[src/rtl/alu_pkg.sv]
// rtl/alu_pkg.sv - opcode constants, FSM state encoding and helpers for the serial ALU
package alu_pkg;

    // Opcodes carried on aluctr
    localparam logic [1:0] OP_AND = 2'b00;
    localparam logic [1:0] OP_OR  = 2'b01;
    localparam logic [1:0] OP_ADD = 2'b10;
    localparam logic [1:0] OP_SUB = 2'b11;

    // Sequencer states; RUN and DONE together make up the busy window
    typedef enum logic [1:0] {
        ST_IDLE = 2'd0,
        ST_RUN  = 2'd1,
        ST_DONE = 2'd2
    } state_e;

    // Arithmetic opcodes (ADD/SUB) are the ones with the upper opcode bit set
    function automatic logic is_arith(input logic [1:0] op);
        return op[1];
    endfunction

endpackage

[src/rtl/alu_bit_slice.sv]
// rtl/alu_bit_slice.sv - combinational one-bit ALU slice shared by every bit position
module alu_bit_slice
    import alu_pkg::*;
(
    input  logic       a,
    input  logic       b,
    input  logic       c,
    input  logic [1:0] aluctr,
    output logic       d,
    output logic       e
);

    logic b_eff;

    // SUB is ADD with B inverted; carry-out is forced low for the logic opcodes
    always_comb begin
        b_eff = (aluctr == OP_SUB) ? ~b : b;
        d     = 1'b0;
        e     = 1'b0;
        case (aluctr)
            OP_AND: d = a & b;
            OP_OR:  d = a | b;
            default: begin
                d = a ^ b_eff ^ c;
                e = (a & b_eff) | (a & c) | (b_eff & c);
            end
        endcase
    end

endmodule

[src/rtl/serial_alu.sv]
// rtl/serial_alu.sv - bit-serial ALU: one slice sequenced LSB first over WIDTH cycles
module serial_alu
    import alu_pkg::*;
#(
    parameter int WIDTH = 8
) (
    input  logic             clk,
    input  logic             rst,
    input  logic             start,
    input  logic [WIDTH-1:0] a,
    input  logic [WIDTH-1:0] b,
    input  logic             c,
    input  logic [1:0]       aluctr,
    output logic             busy,
    output logic             done,
    output logic [WIDTH-1:0] d,
    output logic             e,
    output logic             z
);

    localparam int             CW   = (WIDTH > 1) ? $clog2(WIDTH) : 1;
    localparam logic [CW-1:0]  LAST = CW'(WIDTH - 1);

    state_e           state_q;
    logic [CW-1:0]    cnt_q;
    // Operand A register doubles as the result shift register: each RUN cycle
    // the consumed A bit leaves at the LSB and the new result bit enters at the MSB
    logic [WIDTH-1:0] acc_q;
    logic [WIDTH-1:0] opb_q;
    logic             carry_q;
    logic [1:0]       op_q;
    logic [WIDTH-1:0] d_q;
    logic             e_q;
    logic             z_q;
    logic             busy_q;
    logic             done_q;

    logic             slice_d;
    logic             slice_e;
    logic [WIDTH-1:0] acc_d;

    alu_bit_slice u_slice (
        .a      (acc_q[0]),
        .b      (opb_q[0]),
        .c      (carry_q),
        .aluctr (op_q),
        .d      (slice_d),
        .e      (slice_e)
    );

    // Shift register contents after the current bit has been processed
    assign acc_d = {slice_d, acc_q[WIDTH-1:1]};

    // Sequencer: capture on start, one bit per RUN cycle, publish result on RUN->DONE,
    // and pulse done as DONE hands back to IDLE
    always_ff @(posedge clk) begin
        if (rst) begin
            state_q <= ST_IDLE;
            cnt_q   <= '0;
            acc_q   <= '0;
            opb_q   <= '0;
            carry_q <= 1'b0;
            op_q    <= 2'b00;
            d_q     <= '0;
            e_q     <= 1'b0;
            z_q     <= 1'b1;
            busy_q  <= 1'b0;
            done_q  <= 1'b0;
        end else begin
            done_q <= 1'b0;
            case (state_q)
                ST_IDLE: begin
                    if (start) begin
                        acc_q   <= a;
                        opb_q   <= b;
                        carry_q <= c;
                        op_q    <= aluctr;
                        cnt_q   <= '0;
                        busy_q  <= 1'b1;
                        state_q <= ST_RUN;
                    end
                end
                ST_RUN: begin
                    acc_q   <= acc_d;
                    opb_q   <= {1'b0, opb_q[WIDTH-1:1]};
                    carry_q <= slice_e;
                    if (cnt_q == LAST) begin
                        d_q     <= acc_d;
                        e_q     <= is_arith(op_q) ? slice_e : 1'b0;
                        z_q     <= (acc_d == '0);
                        state_q <= ST_DONE;
                    end else begin
                        cnt_q <= cnt_q + CW'(1);
                    end
                end
                ST_DONE: begin
                    busy_q  <= 1'b0;
                    done_q  <= 1'b1;
                    state_q <= ST_IDLE;
                end
                default: begin
                    busy_q  <= 1'b0;
                    state_q <= ST_IDLE;
                end
            endcase
        end
    end

    assign busy = busy_q;
    assign done = done_q;
    assign d    = d_q;
    assign e    = e_q;
    assign z    = z_q;

endmodule
[config.mk]
export PLATFORM = sky130hd
export DESIGN_NAME = serial_alu
export DESIGN_NICKNAME = d
export VERILOG_FILES = /design/src/rtl/alu_pkg.sv /design/src/rtl/alu_bit_slice.sv /design/src/rtl/serial_alu.sv
export SDC_FILE = /design/constraint.sdc
export NUM_CORES = 1
export LEC_CHECK = 0
export BUFFER_PORTS_ARGS = -buffer_cell sky130_fd_sc_hd__buf_4
export CAP_MARGIN = 25
export CORE_ASPECT_RATIO = 0.8
export CORE_MARGIN = 1
export CORE_UTILIZATION = 33
export CTS_CLUSTER_SIZE = 12
export DETAILED_ROUTE_END_ITERATION = 7
export GPL_TIMING_DRIVEN = 0
export HOLD_SLACK_MARGIN = 0.12
export PLACE_DENSITY = 0.51
export SLEW_MARGIN = 20
export SYNTH_ARGS = -nofsm -noshare
export SYNTH_HDL_FRONTEND = slang
export SYNTH_SLANG_ARGS = --single-unit
[constraint.sdc]
create_clock -name clk -period 4.1 [get_ports clk]
set_input_delay 0.41 -clock clk [delete_from_list [all_inputs] [get_ports clk]]
set_output_delay 0.41 -clock clk [all_outputs]
set_load 0.02 [all_outputs]
==> results of run 1 <==
## per-stage QoR
stage                     util, %  std cells  instance area [µm²]
after floorplan                 -        181                 1570
after global placement       41.3        273                 1890
after detailed placement     41.3        273                 1890
after CTS                    43.7        281                 2000
after global routing         43.7        281                 2000
final                        43.7        281                 2000
## where the power goes
group | internal (mW) | switching (mW)
Combinational | 0.0481 | 0.0515
Clock | 0.180 | 0.134
Sequential | 0.369 | 0.0182
## critical path, delay by kind of cell, from the launching register on
family | cells | cell delay, ps
flops | 1 | 410
fa+ha+maj | 1 | 410
simple gates | 2 | 290
compound gates | 2 | 240
xor+xnor | 1 | 150
## Yosys cell counts (all sizes together), types with 2 or more instances
master,instances
dfxtp,36
nor2,24
nand2,22
a211oi,16
a21oi,14
buf,11
o22ai,8
o21ai,7
o2bb2ai,7
nor3b,4
and2,3
clkbuf,3
inv,3
a22oi,2
and3b,2
ha,2
nor3,2
## area by class of cell
type | count | area (µm²)
Multi-Input combinational cell | 128 | 767
Timing Repair Buffer | 32 | 240
Clock buffer | 5 | 68.8
Buffer | 14 | 71.3
Sequential cell | 36 | 721
Clock inverter | 3 | 42.5
Inverter | 3 | 11.3
Fill cell | 461 | 2570
Tap cell | 60 | 75.1
## kinds of logic (layout without fill, tap and decap cells)
family | after synthesis | count (layout) | synth area share (%)
DFF | 36 | 36 | 45.9
muxes | 1 | 1 | 0.637
xor gates and xnor gates | 1 | 1 | 0.558
AOI/OAI and AO/OA | 58 | 58 | 24.5
and+or+nand+nor | 64 | 64 | 19.6
buffers and inverters | 17 | 57 | 5.26
adders and majority gates | 4 | 4 | 3.51
## layer usage
| layer | vias to the layer above | share of wire [%] | GRT usage, % |
|---|---|---|---|
| li1 | 722 | - | - |
| met1 | 675 | 49 | 26.7 |
| met2 | 57 | 42 | 27.3 |
| met3 | 8 | 6.8 | 4.49 |
| met4 | 0 | 1.6 | 7.73 |
| met5 | - | 0 | 0 |
## sequential cells by signal, summed over array words and instances (netlist names)
name	count
acc_q	8
state_q	2
cnt_q	3
done	1
opb_q	8
e	1
busy	1
z	1
carry_q	1
d	8
op_q	2
## how the worst max path moves through the flow
stage	slack, ps	end	cells past startpoint
after floorplan	2650	carry_q	6
after CTS	2480	z	6
after global placement	2520	d[7]	5
after global routing	2320	d[7]	5
after detailed placement	2500	z	6
final	2470	carry_q	6
==> flow_metrics.env, run 1 <==
export IMPL_outcome="finished, final reports clean"
export IMPL_area_delta_synth_final_pct=27.2
export IMPL_cp_required_ps=4260
export IMPL_dieArea_um2=5040
export IMPL_path_clk_slew_ps=70
export IMPL_grt_max_degree=13
export IMPL_cap_viol_max_count=0
export IMPL_ir_worst_vdd_mv=0.143
export IMPL_grt_pass1_wl_um=7240
export IMPL_finalSetupViolCount=0
export IMPL_start_util_pct=34.4
export IMPL_antenna_found_initial=0
export IMPL_final_cell_mix="36 x dfxtp_1, 35 x buf_4, 24 x nor2_1, 22 x nand2_1, 16 x a211oi_1"
export IMPL_final_common_cell="dfxtp_1"
export IMPL_worst_slew_pin_slew_ps=528
export IMPL_final_nets=245
export IMPL_gr_usage_all_layers_pct=18.9
export IMPL_cts_buffers_inserted=5
export IMPL_ant_nets=0
export IMPL_worstHoldEndpoint="opb_q[7]"
export IMPL_drive_above_1_share_pct=24.4
export IMPL_synth_cells=181
export IMPL_drtIter0Drc=137
export IMPL_min_path_type="in -> reg"
export IMPL_numClockSinks=36
export IMPL_worstHoldStart="b[7]"
export IMPL_drc_errors=0
export IMPL_maxSlewViolCount=0
export IMPL_fin_crit_sh_pct=39.8
export IMPL_pre_cts_slack_ps=2500
export IMPL_end_kind="flop"
export IMPL_reg2reg_from="op_q[1]"
export IMPL_hpwl_um=3080
export IMPL_core_um2=4570
export IMPL_io_buffers=32
export IMPL_syn_area_um2=1570
export IMPL_drtPass1Iterations=4
export IMPL_crit_start="op_q[1]"
export IMPL_n_antenna_cell=0
export IMPL_clock_latency_ps=300
export IMPL_grt_overflow=0
export IMPL_tns_ps=0
export IMPL_relSlewSlack_pct=64.8
export IMPL_ctsRootBufferMaster="clkbuf_8"
export IMPL_cts_hold_buf=0
export IMPL_cts_setup_buffers=0
export IMPL_worstPathArrival_ps=1790
export IMPL_rsz0062_at_grt="false"
export IMPL_async_flop_share_pct=0
export IMPL_layout_setup_ws_ps=2470
export IMPL_hold_depth=3
export IMPL_clock_fmax_mhz=613
export IMPL_cp_max_fo=5
export IMPL_hold_viol=0
export IMPL_yosys_area_top_type_share_pct=45.9
export IMPL_htree_levels=2
export IMPL_grt_pass1_vias=1486
export IMPL_yosys_area_top_type="dfxtp_1"
export IMPL_ys_top_cells_by_area="dfxtp_1 46%, a211oi_1 7.6%, nor2_1 5.7%"
export IMPL_gp_congestion=0.823
export IMPL_routed_wl_um=4200
export IMPL_critPathSlowestCell="dfxtp_1"
export IMPL_synth_avg_cell_area_um2=8.68
export IMPL_synth_seq_area_share_pct=45.9
export IMPL_period_needed_ps=1630
export IMPL_die_y_um=63.7
export IMPL_rows=22
export IMPL_power_density_nw_per_um2=401
export IMPL_synth_edf_count=0
export IMPL_cts_resized=0
export IMPL_synth_nets=206
export IMPL_r2r_cells=6
export IMPL_crit_path_start_kind="flop"
export IMPL_rrSetupSlack_ps=2470
export IMPL_crit_type="reg -> reg"
export IMPL_whs_ps=354
export IMPL_reg2reg_to="carry_q"
export IMPL_ios=34
export IMPL_synth_seq_cells=36
export IMPL_clock_skew_ps=9.94
export IMPL_p_total_mw=0.801
export IMPL_power_leakage_nw=0.794
export IMPL_synth_ff_type="dfxtp_1"
export IMPL_cpPeakStageDelay_ps=410
export IMPL_path_cells="nand2_1 > xnor2_1 > fa_1 > and3_1 > o21ai_0 > a21oi_1"
export IMPL_cts_buffer_depth=2
export IMPL_yosysWarnings=0
export IMPL_synth_distinct_cells=35
export IMPL_avgRoutedWirePerCell_um=15.0
export IMPL_fp_dieW_um=79.1
export IMPL_cts_tree="done"
export IMPL_routed_via_density=5.20
export IMPL_vias=1462
(Power assumes the default switching activity.)
==> run 2: changes to the inputs <==
--- a/config.mk
+++ b/config.mk
@@ -14,7 +14,7 @@
 export DETAILED_ROUTE_END_ITERATION = 7
 export GPL_TIMING_DRIVEN = 0
 export HOLD_SLACK_MARGIN = 0.12
-export PLACE_DENSITY = 0.51
+export PLACE_DENSITY = 0.53
 export SLEW_MARGIN = 20
 export SYNTH_ARGS = -nofsm -noshare
 export SYNTH_HDL_FRONTEND = slang
==> constraint.sdc (replaced) <==
create_clock -name clk -period 1.4 [get_ports clk]
set_input_delay 0.14 -clock clk [delete_from_list [all_inputs] [get_ports clk]]
set_output_delay 0.14 -clock clk [all_outputs]
set_load 0.02 [all_outputs]
==> run 2 against run 1 <==
Net effect:
- the flow now finishes with violations (setup timing)
- maximum frequency rose by 11%
- non-clock buffer count rose by 11
- sequential power rose to 2.9 times the previous value
- critical path depth fell by 1
- final cell count rose by 3.9%
- via count rose by 3.9%
- register-to-register slack got worse by 2500 ps
- worst setup slack got worse by 2500 ps
- critical endpoint is now acc_q[7]
- first-iteration DRC count fell by 36%
- clock skew rose by 0.61 ps
==> flow_metrics.env, run 2 (synthesis results as in run 1) <==
export IMPL_outcome="finished, violations left"
export IMPL_violations="setup timing"
export IMPL_vias=1519
export IMPL_fp_dieW_um=79.1
export IMPL_min_path_type="in -> reg"
export IMPL_htree_levels=2
export IMPL_area_delta_synth_final_pct=46.9
export IMPL_clock_fmax_mhz=678
export IMPL_relSlewSlack_pct=55.4
export IMPL_rows=22
export IMPL_numClockSinks=36
export IMPL_regArea_um2=733
export IMPL_power_density_nw_per_um2=1080
export IMPL_final_common_cell="buf_4"
export IMPL_cts_tree="done"
export IMPL_ctsRootBufferMaster="clkbuf_8"
export IMPL_crit_path_start_kind="flop"
export IMPL_die_y_um=63.7
export IMPL_drc_errors=0
export IMPL_grt_pass1_vias=1527
export IMPL_path_clk_slew_ps=80
export IMPL_final_nets=256
export IMPL_final_cell_count_no_fill=292
export IMPL_grt_overflow=0
export IMPL_finalSetupViolCount=11
export IMPL_grt_pass1_wl_um=7490
export IMPL_cts_buffer_depth=2
export IMPL_final_util_pct=50.5
export IMPL_core_um2=4570
export IMPL_hold_viol=0
export IMPL_path_cells="nand2_4 > xnor2_2 > fa_2 > mux2i_4 > o22ai_2"
export IMPL_fin_crit_sh_pct=105
export IMPL_pre_cts_slack_ps=-158
export IMPL_clock_skew_ps=10.5
export IMPL_clock_latency_ps=290
export IMPL_io_buffers=32
export IMPL_routed_wl_um=4400
export IMPL_final_cell_mix="41 x buf_4, 32 x dfxtp_1, 24 x nor2_1, 15 x a211oi_1, 14 x nand2_1"
export IMPL_cts_buffers_inserted=5
export IMPL_critPathSlowestCell="fa_2"
export IMPL_multiInputGateArea_um2=928
export IMPL_period_needed_ps=1480
export IMPL_worst_slew_pin_slew_ps=669
export IMPL_cap_viol_max_count=0
export IMPL_power_leakage_nw=0.953
export IMPL_cp_max_fo=3
export IMPL_routed_via_density=5.20
export IMPL_gp_congestion=0.789
export IMPL_grt_max_degree=12
export IMPL_worstPathArrival_ps=1630
export IMPL_n_antenna_cell=0
export IMPL_drive_above_1_share_pct=42.2
export IMPL_start_util_pct=34.4
export IMPL_ir_worst_vdd_mv=0.532
export IMPL_drtIter0Drc=87
export IMPL_ios=34
export IMPL_cp_required_ps=1560
export IMPL_dieArea_um2=5040
export IMPL_layout_setup_ws_ps=-75.8
export IMPL_drtPass1Iterations=4
export IMPL_antenna_found_initial=0
export IMPL_end_kind="flop"
export IMPL_avgRoutedWirePerCell_um=15.1
export IMPL_n_fill_cell=442
export IMPL_placed_cells=273
export IMPL_crit_type="reg -> reg"
export IMPL_maxSlewViolCount=0
export IMPL_cpPeakStageDelay_ps=470
export IMPL_hpwl_um=2960
export IMPL_gr_usage_all_layers_pct=19.6
export IMPL_ant_nets=0
export IMPL_whs_ps=193
export IMPL_rsz0062_at_grt="true"
run 2: cell types whose count changed in the layout (fill, tap and decap cells not counted), sizes merged:
cell         before  now
buf              43   49
clkbuf            8   12
clkinv            1    0
dlygate4sd3       0    3
inv               3    2
run 2: path summary, 6_finish.rpt:
path | slack (ps) | end | cells after the start | from
max | -80 | acc_q[7] | 5 | op_q[0]
min | 190 | opb_q[6] | 3 | b[6]
max reg2reg | -80 | acc_q[7] | 5 | op_q[0]
min reg2reg | 460 | busy | 2 | busy
run 2: routing by layer:
metal  routed length (µm)  vias to the layer above  GRT usage (%)
li1                     -                      748              -
met3                  290                       10           5.80
met2                 1880                       54           28.7
met5                    0                        -              0
met4                   74                        0           8.18
met1                 2160                      707           26.6
run 2: cell type report:
cell class                 count  area share, %
clock inverter                 1           1.30
buffer                        14           4.18
multi-input combinational    128           40.3
tap                           60           3.26
clock buffer                   7           4.18
inverter                       3          0.651
timing repair buffer          43           14.4
sequential                    36           31.8
run 2: worst max-delay path, delay by kind of cell (launching register included):
kind                     cells  cell delay (ps)
AND/OR/NAND/NOR              1               60
XOR/XNOR                     1              160
adder cells (fa/ha/maj)      1              470
AO/OA/AOI/OAI                1               90
flip-flops                   1              360
multiplexers                 1              200
run 2: metrics by stage:
step	instance area (µm²)	total power, mW	setup TNS [ps]
after floorplan	1580	1.33	-1.51
after global placement	1900	1.44	-764
after detailed placement	1900	1.45	-1000
after CTS	2180	2.48	-236
after global routing	2310	2.60	-684
final	2310	2.49	-335
run 2: where the power goes:
| part | switching (mW) | total (mW) | internal [mW] | leakage (nW) |
|---|---|---|---|---|
| sequential | 0.0603 | 1.14 | 1.08 | 0.298 |
| clock | 0.374 | 1.00 | 0.628 | 0.0645 |
| combinational | 0.170 | 0.348 | 0.178 | 0.590 |
run 2: timing repair:
action / in CTS / in global routing
endpoints found under the hold margin: 3 / 0
cloned: 2 / 0
setup buffers: 4 / 2
endpoints found under the setup margin: 13 / 28
resized for setup: 20 / 34
pin swaps: 6 / 5
hold buffers: 3 / 0
